--- src/rtl/defines_package.sv ---
// Shared screen geometry, wireframe SRAM address width and the fill-span record
// exchanged between the wireframe scanner and the colorfill stage.
`ifndef WIREFRAME_ADDR_SIZE
`define WIREFRAME_ADDR_SIZE 19
`endif

package defines_package;

  localparam int SCREEN_WIDTH  = 640;
  localparam int SCREEN_HEIGHT = 480;
  localparam int ADDR_SIZE     = `WIREFRAME_ADDR_SIZE;
  localparam int SPAN_X_W      = $clog2(SCREEN_WIDTH);
  localparam int SPAN_Y_W      = $clog2(SCREEN_HEIGHT);

  typedef struct packed {
    logic [SPAN_Y_W-1:0] y;
    logic [SPAN_X_W-1:0] x0;
    logic [SPAN_X_W-1:0] x1;
  } Span;

endpackage

--- src/rtl/wireframe_scan_span_tracker.sv ---
// span_tracker: leftmost/rightmost set pixel of the current row. The outputs
// already include the pixel sampled this cycle, so the row can be closed without waiting.
module span_tracker #(
  parameter int X_W = 10
) (
  input  logic           clk,
  input  logic           n_rst,
  input  logic           row_clear,
  input  logic           sample,
  input  logic           pix_bit,
  input  logic [X_W-1:0] x,
  output logic           found,
  output logic [X_W-1:0] x0,
  output logic [X_W-1:0] x1
);

  logic           hit;
  logic           found_q;
  logic [X_W-1:0] x0_q;
  logic [X_W-1:0] x1_q;

  assign hit   = sample & pix_bit;
  assign found = found_q | hit;
  assign x0    = (hit && !found_q) ? x : x0_q;
  assign x1    = hit ? x : x1_q;

  always_ff @(posedge clk or negedge n_rst) begin
    if (!n_rst) begin
      found_q <= 1'b0;
    end else if (row_clear) begin
      found_q <= 1'b0;
    end else begin
      found_q <= found;
    end
  end

  always_ff @(posedge clk) begin
    if (row_clear) begin
      x0_q <= '0;
      x1_q <= '0;
    end else begin
      x0_q <= x0;
      x1_q <= x1;
    end
  end

endmodule

--- src/rtl/wireframe_scan.sv ---
// wireframe_scan: scans the wireframe SRAM row by row and emits one {y,x0,x1} span per non-empty row.
// Build option WF_CLEAR_ON_READ_EN: zero each location one cycle after it is read.
module wireframe_scan
  import defines_package::*;
#(
  parameter int WIDTH  = 640,
  parameter int HEIGHT = 480,
  parameter int X_W    = $clog2(WIDTH),
  parameter int Y_W    = $clog2(HEIGHT)
) (
  input  logic                            clk,
  input  logic                            n_rst,
  input  logic                            start,
  output logic                            rd_en,
  output logic [`WIREFRAME_ADDR_SIZE-1:0] rd_addr,
  input  logic                            rd_data,
  output logic                            write_en,
  output logic                            wf_data,
  output logic [`WIREFRAME_ADDR_SIZE-1:0] wr_addr,
  output logic                            span_valid,
  input  logic                            span_ready,
  output Span                             span,
  output logic                            done
);

  localparam int AW = `WIREFRAME_ADDR_SIZE;

  localparam logic [2:0] ST_IDLE  = 3'd0;
  localparam logic [2:0] ST_SCAN  = 3'd1;
  localparam logic [2:0] ST_FLUSH = 3'd2;
  localparam logic [2:0] ST_EMIT  = 3'd3;
  localparam logic [2:0] ST_DONE  = 3'd4;

  logic [2:0]     state;
  logic [2:0]     state_n;
  logic [X_W-1:0] x;
  logic [X_W-1:0] x_p1;
  logic [Y_W-1:0] y;
  logic [AW-1:0]  addr;
  logic           vld_p1;
  logic           last_col;
  logic           last_row;
  logic           row_end;
  logic           row_adv;
  logic           row_clear;
  logic           trk_found;
  logic [X_W-1:0] trk_x0;
  logic [X_W-1:0] trk_x1;
  Span            span_q;
  logic           span_valid_q;
  logic           done_q;

  assign last_col  = (x == X_W'(WIDTH - 1));
  assign last_row  = (y == Y_W'(HEIGHT - 1));
  assign row_end   = ((state == ST_FLUSH) && !trk_found) || ((state == ST_EMIT) && span_ready);
  assign row_clear = ((state == ST_IDLE) && start) || row_adv;

  always_comb begin
    state_n = state;
    row_adv = 1'b0;
    case (state)
      ST_IDLE:  if (start) state_n = ST_SCAN;
      ST_SCAN:  if (last_col) state_n = ST_FLUSH;
      ST_FLUSH: if (trk_found) state_n = ST_EMIT;
      ST_EMIT:  state_n = ST_EMIT;
      ST_DONE:  state_n = ST_IDLE;
      default:  state_n = ST_IDLE;
    endcase
    if (row_end) begin
      if (last_row) begin
        state_n = ST_DONE;
      end else begin
        state_n = ST_SCAN;
        row_adv = 1'b1;
      end
    end
  end

  // Stage p0: FSM, counters and registered outputs
  always_ff @(posedge clk or negedge n_rst) begin
    if (!n_rst) begin
      state        <= ST_IDLE;
      x            <= '0;
      y            <= '0;
      addr         <= '0;
      vld_p1       <= 1'b0;
      span_q       <= '0;
      span_valid_q <= 1'b0;
      done_q       <= 1'b0;
    end else begin
      state        <= state_n;
      vld_p1       <= rd_en;
      span_valid_q <= (state_n == ST_EMIT);
      done_q       <= (state == ST_DONE);
      if ((state == ST_IDLE) && start) begin
        x    <= '0;
        y    <= '0;
        addr <= '0;
      end
      if (state == ST_SCAN) begin
        addr <= addr + 1'b1;
        x    <= last_col ? '0 : x + 1'b1;
      end
      if (row_adv) y <= y + 1'b1;
      if ((state == ST_FLUSH) && trk_found) begin
        span_q <= '{y: SPAN_Y_W'(y), x0: SPAN_X_W'(trk_x0), x1: SPAN_X_W'(trk_x1)};
      end
    end
  end

  // Stage p1: x of the pixel whose read data is arriving this cycle
  always_ff @(posedge clk) begin
    x_p1 <= x;
  end

  span_tracker #(
    .X_W(X_W)
  ) u_span_tracker (
    .clk      (clk),
    .n_rst    (n_rst),
    .row_clear(row_clear),
    .sample   (vld_p1),
    .pix_bit  (rd_data),
    .x        (x_p1),
    .found    (trk_found),
    .x0       (trk_x0),
    .x1       (trk_x1)
  );

  assign rd_en      = (state == ST_SCAN);
  assign rd_addr    = addr;
  assign span       = span_q;
  assign span_valid = span_valid_q;
  assign done       = done_q;
  assign wf_data    = 1'b0;

`ifdef WF_CLEAR_ON_READ_EN
  logic [AW-1:0] addr_p1;

  always_ff @(posedge clk or negedge n_rst) begin
    if (!n_rst) begin
      addr_p1 <= '0;
    end else begin
      addr_p1 <= addr;
    end
  end

  assign write_en = vld_p1;
  assign wr_addr  = addr_p1;
`else
  assign write_en = 1'b0;
  assign wr_addr  = '0;
`endif

endmodule

--- config.mk ---
export PLATFORM = sky130hd
export DESIGN_NAME = wireframe_scan
export DESIGN_NICKNAME = d
export VERILOG_FILES = /design/src/rtl/defines_package.sv /design/src/rtl/wireframe_scan_span_tracker.sv /design/src/rtl/wireframe_scan.sv
export SDC_FILE = /design/constraint.sdc
export NUM_CORES = 1
export LEC_CHECK = 0
export ABC_AREA = 1
export CAP_MARGIN = 10
export CORE_UTILIZATION = 60
export CTS_BUF_LIST = sky130_fd_sc_hd__clkbuf_4
export DETAILED_ROUTE_END_ITERATION = 6
export PLACE_DENSITY = 0.95
export SYNTH_ARGS = -nofsm -noshare
export SYNTH_HDL_FRONTEND = slang
export SYNTH_HIERARCHICAL = 1
export SYNTH_SLANG_ARGS = --single-unit
--- constraint.sdc ---
create_clock -name clk -period 4.1 [get_ports clk]
set_input_delay 0.41 -clock clk [delete_from_list [all_inputs] [get_ports clk]]
set_output_delay 0.41 -clock clk [all_outputs]
set_load 0.1 [all_outputs]
; Word-level counts from Yosys, hierarchy flattened
; Index checks and enable logic that the tools add are counted.
[word_totals]
mem_count = 0
mem_bits_ro = 0
out_inout_bits = 72
ram_bits = 0
ff_bits = 104
latchBits = 0
[op_classes]
reduce_logical = 12
n_lt_le_gt_ge = 0
multipliers = 0
muxes = 18
div_mod_pow = 0
n_eq_ne = 7
n_addsub = 3
n_shift = 0
n_bitwise = 2
[ops]
columns = cell, count
row1 = two-way mux 10 bit, 5
row2 = two-way mux 19 bit, 2
row3 = "adder 19 x 1 -> 19 bit, second input constant", 1
row4 = two-way mux 9 bit, 2
row5 = two-way mux 3 bit, 5
row6 = one-hot mux 3 bit (4 select lines), 1
row7 = "adder 10 x 1 -> 10 bit, second input constant", 1
row8 = "== test 10 bit, second input constant", 1
row9 = "adder 9 x 1 -> 9 bit, second input constant", 1
row10 = "== test 3 x 2 -> 1 bit, second input constant", 3
row11 = "== test 9 bit, second input constant", 1
row12 = logical AND 1 bit, 5
row13 = nonzero test 2 bit, 2
row14 = "== test 3 x 1 -> 1 bit, second input constant", 1
row15 = "== test 3 bit, second input constant", 1
row16 = logical NOT 3 bit, 1
row17 = two-way mux 1 bit, 3
row18 = logical NOT 1 bit, 2
row19 = logical OR 1 bit, 2
row20 = AND 1 bit, 1
row21 = OR 1 bit, 1

; Logic depth before layout (Yosys ltp)
; Gate-level depths: netlist of run 1.
[depth]
word_depth = 8
mapped_depth = 9

; Cells and area by module
; Netlist of run 1, hierarchy kept.
[modules_own_cells]
columns = mod, instances, area_per_inst_um2, cells_per_inst
row1 = wireframe_scan, 1, 3966.3, 485
row2 = span_tracker, 1, 988.4, 151

; Least setup slack after synthesis of run 1
; Ideal clock, no wire load.
[synth_path]
path_kind = register to register
start = reg addr[0], in the netlist rd_addr[0]
end = reg addr[16], in the netlist rd_addr[16]
path_stages_with_launch = 9
setup_time_ns = 0.120
slack_ns = 1.953
synth_period_minus_slack_ns = 2.147
required_ns = 3.980
arrival_ns = 2.027
path_cell_list = dfrtp_1 > ha_1 > nand2_1 > nor2_1 > nand2_1 > nor2_1 > nand2_1 > nand3_1 > nand2_1
[synth_between]
elab_chain_cells = 2
[synth_lines]
columns = item, line
row1 = from (decl), wireframe_scan.sv:39  ; logic [AW-1:0] addr;
row2 = from (signal assigned), wireframe_scan.sv:101  ; addr <= addr + 1'b1;
row3 = adder 19 x 1 -> 19 bit, wireframe_scan.sv:101
row4 = two-way mux 19 bit, wireframe_scan.sv:100  ; if (state == ST_SCAN) begin
; No other way between the ends.
; A chain may end at the register's enable or synchronous reset.

; Worst setup path in the final report of run 1
[layout_path]
start = reg state[2]
end = out rd_en
[layout_between]
elab_chain_cells = 1
[layout_lines]
columns = item, line
row1 = from (decl), wireframe_scan.sv:34  ; logic [2:0] state;
row2 = from (signal assigned), wireframe_scan.sv:91  ; state <= state_n;
row3 = == test 3 x 1 -> 1 bit, wireframe_scan.sv:130  ; assign rd_en = (state == ST_SCAN);
row4 = to (decl), wireframe_scan.sv:14  ; output logic rd_en,
; No other way between the ends.

==> flow_summary.json, run 1 <==
{
  "layout-drive-gt1-share_pct": 7.66,
  "cts_tree": "yes",
  "synth_area_sq_um": 4950,
  "insertedDiodeCount": 0,
  "cts_buffers": 9,
  "swShare_pct": 29.1,
  "gr-usage-all-layers_pct": 25.2,
  "fmax_ghz": 0.288,
  "syn_inst": 636,
  "seq_area_frac_synth_pct": 49.5,
  "wl_per_cell_um": 12.9,
  "cp_max_fo": 16,
  "io_pins": 77,
  "internal-power_w": 0.00118,
  "fp.dieH_um": 92.9,
  "fin_skew_ps": 17.8,
  "cap_viol_max_count": 0,
  "clock-sinks": 104,
  "cts.repair.resized": 0,
  "worst_pin_slew_ps": 991,
  "syn_to_final_growth_pct": 12.9,
  "routabilityCongestion": 0.953,
  "timing.rr.start": "vld_p1",
  "hold_path.class": "in -> async",
  "antenna_found_initial": 0,
  "ir_drop_mv": 0.152,
  "hold_viol": 0,
  "startpoint_type": "flop",
  "dp_hpwl_mm": 7.44,
  "finalInstanceArea_sq_um": 5590,
  "setup_violations": 0,
  "ys_ff_latch": 104,
  "ys_warn_count": 6,
  "start_util_pct": 63.1,
  "power_frac_clock_pct": 31.1,
  "drc": 0,
  "fin_crit_sh_pct": 84.7,
  "clkLatencyLatePin_ps": 460,
  "grt_max_degree": 43,
  "path_clk_slew_ps": 180,
  "synth.avg_cell_area_sq_um": 7.79,
  "cts_hold_buf": 0,
  "grt_pass1_vias": 3890,
  "clock_path_buffers": 2,
  "leakage_nw": 2.85,
  "drt-initial-drc-count": 260,
  "vias": 4072,
  "startpoint": "state[2]",
  "grt_pass1_wl_mm": 17.2,
  "worst-setup-path-type": "reg -> out",
  "ys_top_cells_by_area": "dfrtp_1, nand2_1, dfxtp_1",
  "row_count": 32,
  "die_area_sq_um": 8630,
  "routed_wl_mm": 10.2,
  "overflow": 0,
  "cp_data_arrival_time_ps": 3060,
  "yosysUniqueCellTypes": 33,
  "place_area_sq_um": 5450,
  "cts_setup_buffers": 0,
  "via_per_inst": 5.13,
  "layout_min_cycle_time_ps": 3470,
  "fp.coreArea_sq_um": 7850,
  "seqPwrFrac_pct": 61.8,
  "setup_tns_ps": 0,
  "cts_root_buf": "clkbuf_4",
  "h-tree-depth": 3,
  "endpoint_kind": "output pin",
  "synth_top_area_share_pct": 37.4,
  "switchingPower_w": 0.000485,
  "port_buffers": 55,
  "critical_path_required_ps": 3690,
  "nFillCells": 611,
  "dr.pass1.iters": 4,
  "ant_nets": 0,
  "nets": 695,
  "rsz0062_at_grt": "false",
  "synth_top_area_cell": "dfrtp_1",
  "status": "finished, final reports clean",
  "p_per_area_nw_per_um2": 298,
  "relSlewSlack_pct": 33.7,
  "combPwrFrac_pct": 7.2,
  "die_width_um": 92.9,
  "finalMaxSlewViolations": 0
}
==> power by group through the flow <==
| stage | clock (W) | combinational (W) | sequential [W] |
|---|---|---|---|
| after floorplan | 0 | 0.000115 | 0.00105 |
| after global placement | 0 | 0.000118 | 0.00105 |
| after detailed placement | 0 | 0.000120 | 0.00105 |
| after CTS | 0.000528 | 0.000120 | 0.00103 |
| after global routing | 0.000566 | 0.000126 | 0.00103 |
| final | 0.000517 | 0.000119 | 0.00103 |
==> path summary, 6_finish.rpt <==
kind / end / slack, ps / depth (start not counted)
worst min register to register: x_p1[4] / 450 / 0
max in group asynchronous: vld_p1 / 3070 / 2
min in group clk: x_p1[4] / 450 / 0
worst max register to register: u_span_tracker/x0_q[0] / 1690 / 6
worst max-delay path: rd_en / 630 / 4
worst min-delay path: span[13] / 50 / 1
==> critical path, stage by stage (launching register included) <==
cell and delay (ps):
dfrtp_1 440, inv_2 110, nand3_1 410, inv_2 440
clkdlybuf4s50_1 1210
==> synth_stat cells (all sizes together) <==
cell type	count
ha	3
o21bai	1
dfrtp	74
nor2	69
o31ai	1
dfxtp	30
inv	102
clkbuf	2
nand3b	1
nand3	42
o22ai	5
conb	1
a22o	1
xnor2	3
nand4	10
a21oi	5
o21ai	44
buf	34
nor3	7
xor2	6
nand2	195
==> placed cells by master, fill, tap and decap left out, types with 14 or more instances in the layout <==
cell type,count
dfxtp_1,30
nand2_1,192
inv_1,95
dfrtp_1,74
o21ai_0,19
clkdlybuf4s50_1,54
nand3_1,35
o21ai_1,14
conb_1,21
nor2_1,63
==> per-stage QoR <==
| stage | utilization [%] | std cells | hold slack (ps) | setup WS (ps) | power (W) |
|---|---|---|---|---|---|
| after floorplan | - | 656 | 114 | 1950 | 0.00116 |
| after global placement | 69.5 | 778 | 412 | 1260 | 0.00117 |
| after detailed placement | 69.5 | 778 | 417 | 1190 | 0.00117 |
| after CTS | 71.3 | 794 | 67.6 | 661 | 0.00168 |
| after global routing | 71.3 | 794 | 114 | 540 | 0.00172 |
| final | 71.3 | 794 | 46.5 | 629 | 0.00167 |
==> cell type report <==
cell class                 instances  area (sq um)  share of cell area, %
multi-input combinational        414          1940                   34.6
tap                              102           128                   2.28
clock inverter                     7          72.6                   1.30
inverter                         102           383                   6.85
sequential                       104          2450                   43.8
timing repair buffer              56           553                   9.89
clock buffer                       9          67.6                   1.21
==> kinds of logic after synthesis <==
kind of cell | synth area share (%)
AND/OR/NAND/NOR | 28.3
AO/OA/AOI/OAI | 6.89
flip-flops | 49.5
XOR/XNOR | 1.59
adder cells (fa/ha/maj) | 0.758
other | 0.0757
buffers and inverters | 12.9
==> flip-flops by register name (all words and copies together) (netlist names) <==
register                count
x                          10
x_p1                       10
u_span_tracker/x0_q        10
vld_p1                      1
u_span_tracker/found_q      1
done                        1
u_span_tracker/x1_q        10
state                       3
rd_addr                    19
span                       29
span_valid                  1
y                           9
==> metal layers <==
layer	up-vias	track usage, %	wire (um)
li1	2019	-	-
met1	1899	30.4	4300
met2	131	44.4	5200
met3	23	3.45	471
met4	0	11.5	236
met5	-	0	0
(Power assumes the default switching activity.)
==> run 2, diff against run 1 <==
--- a/config.mk
+++ b/config.mk
@@ -7,10 +7,10 @@
 export LEC_CHECK = 0
 export ABC_AREA = 1
 export CAP_MARGIN = 10
-export CORE_UTILIZATION = 60
+export CORE_UTILIZATION = 56
 export CTS_BUF_LIST = sky130_fd_sc_hd__clkbuf_4
 export DETAILED_ROUTE_END_ITERATION = 6
-export PLACE_DENSITY = 0.95
+export PLACE_DENSITY = 0.9
 export SYNTH_ARGS = -nofsm -noshare
 export SYNTH_HDL_FRONTEND = slang
 export SYNTH_HIERARCHICAL = 1
==> constraint.sdc (replaced) <==
create_clock -name clk -period 3.6 [get_ports clk]
set_input_delay 0.36 -clock clk [delete_from_list [all_inputs] [get_ports clk]]
set_output_delay 0.36 -clock clk [all_outputs]
set_load 0.1 [all_outputs]
==> run 2 against run 1 <==
Clock power rose by 20%. Worst hold slack improved by 390 ps. Count of clock-buffer cells in the layout is the same. Setup slack better by 330 ps. Critical endpoint unchanged.
==> flow_summary.json, run 2 (synthesized netlist as in run 1, its figures left out) <==
{
  "status": "finished, final reports clean",
  "grt_pass1_wl_mm": 17.2,
  "pre_cts_ws_ps": 822,
  "wl_met3_um": 528,
  "startpoint": "state[1]",
  "path_clk_slew_ps": 170,
  "via_per_inst": 5.13,
  "die_width_um": 96.1,
  "worst-setup-path-type": "reg -> out",
  "p_per_area_nw_per_um2": 344,
  "overflow": 0,
  "internal-power_w": 0.00140,
  "worst_pin_slew_ps": 996,
  "clkLatencyLatePin_ps": 460,
  "power_frac_clock_pct": 32.2,
  "final_common_cell": "nand2_1",
  "cap_viol_max_count": 0,
  "clock-sinks": 104,
  "dp_hpwl_mm": 7.53,
  "dr.pass1.iters": 5,
  "power.total_w": 0.00193,
  "io_pins": 77,
  "final_cell_mix": "nand2_1, inv_1, dfrtp_1",
  "hold_path.class": "in -> async",
  "vias": 4096,
  "cts_tree": "yes",
  "gr-usage-all-layers_pct": 24.4,
  "fp.coreArea_sq_um": 8380,
  "fin_skew_ps": 17.4,
  "fmax_ghz": 0.379,
  "cp_data_arrival_time_ps": 2280,
  "timing.rr.start": "vld_p1",
  "setup_tns_ps": 0,
  "fp.dieH_um": 96.1,
  "routed.top_layer": "met4",
  "routed_wl_mm": 10.7,
  "cp_max_fo": 16,
  "clock_path_buffers": 2,
  "nFillCells": 676,
  "combPwrFrac_pct": 7.1,
  "swShare_pct": 27.3,
  "rsz0062_at_grt": "false",
  "finalMaxSlewViolations": 0,
  "fin_util_pct": 66.9,
  "wl_per_cell_um": 13.3,
  "layout-drive-gt1-share_pct": 7.79,
  "ir_drop_mv": 0.234,
  "nets": 696,
  "met1_length_mm": 4.41,
  "whs_ps": 437,
  "die_area_sq_um": 9230,
  "h-tree-depth": 3,
  "drc": 0,
  "largest_register_ffs": 29,
  "switchingPower_w": 0.000528,
  "grt_pass1_vias": 3937,
  "fin_ws_ps": 962,
  "seqPwrFrac_pct": 60.7,
  "cts_setup_buffers": 0,
  "port_buffers": 55,
  "routabilityCongestion": 0.906,
  "critical_path_required_ps": 3240,
  "drt-initial-drc-count": 236,
  "antenna_found_initial": 0,
  "cts_buffers": 9,
  "ant_nets": 0,
  "startpoint_type": "flop",
  "row_count": 33,
  "syn_to_final_growth_pct": 13.2,
  "relSlewSlack_pct": 33.4,
  "start_util_pct": 59.1,
  "insertedDiodeCount": 0,
  "fin_crit_sh_pct": 73.3,
  "wl_met2_mm": 5.48,
  "hold_viol": 0,
  "cts_root_buf": "clkbuf_4",
  "leakage_nw": 2.86,
  "grt_max_degree": 47,
  "endpoint_kind": "output pin",
  "layout_min_cycle_time_ps": 2640,
  "setup_violations": 0
}
## run 2: timing repair
action / 4_1_cts / 5_1_grt
resized for setup: 0 / 0
hold buffers: 1 / 0
setup endpoints to repair: 0 / 0
hold endpoints to repair: 28 / 0
## run 2: final cells by class
class | instances | area (sq um) | area share, %
Timing Repair Buffer | 57 | 561 | 9.99
Inverter | 102 | 383 | 6.82
Clock inverter | 7 | 78.8 | 1.40
Sequential cell | 104 | 2450 | 43.7
Tap cell | 105 | 131 | 2.34
Clock buffer | 9 | 67.6 | 1.20
Multi-Input combinational cell | 414 | 1940 | 34.5
## run 2: metrics by stage
stage / area (sq um) / cells
after detailed placement: 5450 / 781
final: 5610 / 798
after global routing: 5610 / 798
after global placement: 5450 / 781
after CTS: 5610 / 798
after floorplan: 5030 / 656
## run 2: path summary, 6_finish.rpt
| check | slack, ps | cells past startpoint | to |
|---|---|---|---|
| worst max register to register | 1210 | 6 | u_span_tracker/x1_q[8] |
| worst min register to register | 470 | 0 | x_p1[6] |
| worst min-delay path | 440 | 2 | span[21] |
| max in group asynchronous | 2150 | 3 | y[7] |
| min in group clk | 470 | 0 | x_p1[6] |
| worst max-delay path | 960 | 4 | rd_en |
## run 2: routing by layer
| metal | GRT usage (%) | vias up |
|---|---|---|
| li1 | - | 2024 |
| met1 | 28.1 | 1927 |
| met2 | 42.4 | 125 |
| met3 | 4.74 | 20 |
| met4 | 13.6 | 0 |
| met5 | 0 | - |
## run 2: worst max-delay path: stages (launching register included)
cell,delay (ps)
dfrtp_1,470
inv_2,80
nand3_1,430
inv_2,480
buf_4,370
## run 2: power groups by stage
| stage | sequential (W) | clock [W] | combinational (W) |
|---|---|---|---|
| 6_report | 0.00117 | 0.000621 | 0.000136 |
| 4_1_cts | 0.00117 | 0.000633 | 0.000137 |
| 3_3_place_gp | 0.00119 | 0 | 0.000134 |
| 3_5_place_dp | 0.00119 | 0 | 0.000136 |
| 2_1_floorplan | 0.00119 | 0 | 0.000131 |
| 5_1_grt | 0.00117 | 0.000679 | 0.000145 |
==> run 3, diff against run 2 <==
--- a/config.mk
+++ b/config.mk
@@ -7,10 +7,10 @@
 export LEC_CHECK = 0
 export ABC_AREA = 1
 export CAP_MARGIN = 10
-export CORE_UTILIZATION = 56
+export CORE_UTILIZATION = 50
 export CTS_BUF_LIST = sky130_fd_sc_hd__clkbuf_4
 export DETAILED_ROUTE_END_ITERATION = 6
-export PLACE_DENSITY = 0.9
+export PLACE_DENSITY = 0.85
 export SYNTH_ARGS = -nofsm -noshare
 export SYNTH_HDL_FRONTEND = slang
 export SYNTH_HIERARCHICAL = 1
==> constraint.sdc (replaced) <==
create_clock -name clk -period 2.4 [get_ports clk]
set_input_delay 0.24 -clock clk [delete_from_list [all_inputs] [get_ports clk]]
set_output_delay 0.24 -clock clk [all_outputs]
set_load 0.1 [all_outputs]
==> run 3 against run 2 <==
Final area fell by 0.96%. Die area up 12%. Total power increased by 47%. Critical path type unchanged.
==> flow_summary.json, run 3 (synthesized netlist as in run 1, its figures left out) <==
{
  "hold_viol": 0,
  "cts_tree": "yes",
  "leakage_nw": 2.89,
  "dp_hpwl_mm": 7.30,
  "layout-drive-gt1-share_pct": 15.2,
  "cts_root_buf": "clkbuf_4",
  "relSlewSlack_pct": 65.5,
  "area.sequential_sq_um": 2450,
  "die_area_sq_um": 10300,
  "fp.dieH_um": 102,
  "clock-sinks": 104,
  "rr_worst_depth": 7,
  "via_per_inst": 4.90,
  "path_clk_slew_ps": 140,
  "h-tree-depth": 3,
  "regToRegEndpoint": "rd_addr[6]",
  "fin_skew_ps": 28.8,
  "routed_wl_mm": 9.92,
  "cts_hold_buf": 1,
  "endpoint_kind": "output pin",
  "setup_tns_ps": 0,
  "critical_path_required_ps": 2160,
  "routabilityCongestion": 0.876,
  "dr.pass1.iters": 5,
  "fin_crit_sh_pct": 83.5,
  "timing.rr.start": "state[1]",
  "clkLatencyLatePin_ps": 450,
  "grt_max_degree": 57,
  "antenna_found_initial": 0,
  "drt-initial-drc-count": 200,
  "rsz0062_at_grt": "false",
  "wl_per_cell_um": 12.0,
  "die_width_um": 102,
  "multi_input_area_sq_um": 1940,
  "cp_max_fo": 16,
  "io_pins": 77,
  "cp_data_arrival_time_ps": 1760,
  "status": "finished, final reports clean",
  "syn_to_final_growth_pct": 12.1,
  "layout_min_cycle_time_ps": 2000,
  "start_util_pct": 52.6,
  "nFillCells": 847,
  "cts.repair.resized": 0,
  "fin_util_pct": 59.0,
  "cts_setup_buffers": 0,
  "insertedDiodeCount": 0,
  "grt_pass1_vias": 3733,
  "port_buffers": 55,
  "cap_viol_max_count": 0,
  "largest_register_ffs": 29,
  "finalMaxSlewViolations": 0,
  "cts_buffers": 9,
  "startpoint_type": "flop",
  "vias": 4050,
  "grt_pass1_wl_mm": 16.9,
  "fp.coreArea_sq_um": 9420,
  "hold_path.class": "in -> async",
  "worst-setup-path-type": "reg -> out",
  "overflow": 0,
  "rrSetupSlack_ps": 430,
  "gr-usage-all-layers_pct": 20.8,
  "fmax_ghz": 0.499,
  "worst_pin_slew_ps": 516,
  "final_common_cell": "nand2_1",
  "setup_violations": 0,
  "final_cell_mix": "nand2_1, inv_1, dfrtp_1",
  "ant_nets": 0,
  "ir_drop_mv": 0.320,
  "p_per_area_nw_per_um2": 511,
  "drc": 0,
  "row_count": 35,
  "nets": 700,
  "clock_path_buffers": 2
}
-- run 3: per-stage QoR --
step	cells	total power, W	cell area [sq um]	setup WS [ps]	hold WS, ps
floorplan	656	0.00199	5030	253	-55.6
global placement	809	0.00200	5410	463	194
detailed placement	809	0.00200	5410	389	200
CTS	826	0.00286	5560	391	261
global route	826	0.00295	5560	280	272
finish	826	0.00284	5560	397	259
-- run 3: final cells by class --
class | instances | area share (%)
clock buffers | 11 | 1.49
inverters | 102 | 6.89
clock inverters | 5 | 0.901
multi-input cells | 414 | 34.9
repair buffers | 61 | 8.83
flip-flops and latches | 104 | 44.1
well taps | 129 | 2.90
-- run 3: worst max-delay path, stage by stage (launching register included) --
cell and delay [ps]:
dfrtp_1 430, inv_2 110, nand3_1 80, buf_4 190
inv_2 290, buf_12 220
-- run 3: per-layer routing --
metal / GRT usage (%) / share of wire, % / vias up
li1: - / - / 2029
met1: 26.5 / 45 / 1872
met2: 35.2 / 49 / 127
met3: 3.59 / 4.6 / 22
met4: 8.47 / 1.6 / 0
met5: 0 / 0 / -
-- run 3: how the worst max path moves through the flow --
stage                     slack (ps)           to  startpoint  cells past startpoint
after detailed placement         390   rd_addr[6]       start                      6
after floorplan                  250  rd_addr[16]  rd_addr[0]                      8
after CTS                        390        rd_en    state[2]                      5
final                            400        rd_en    state[2]                      5
after global routing             280        rd_en    state[1]                      5
after global placement           460         x[5]       start                      6
-- run 3: power breakdown --
group	internal (W)	switching (W)
Sequential	0.00175	0.00000217
Clock	0.000334	0.000541
Combinational	0.0000193	0.000189
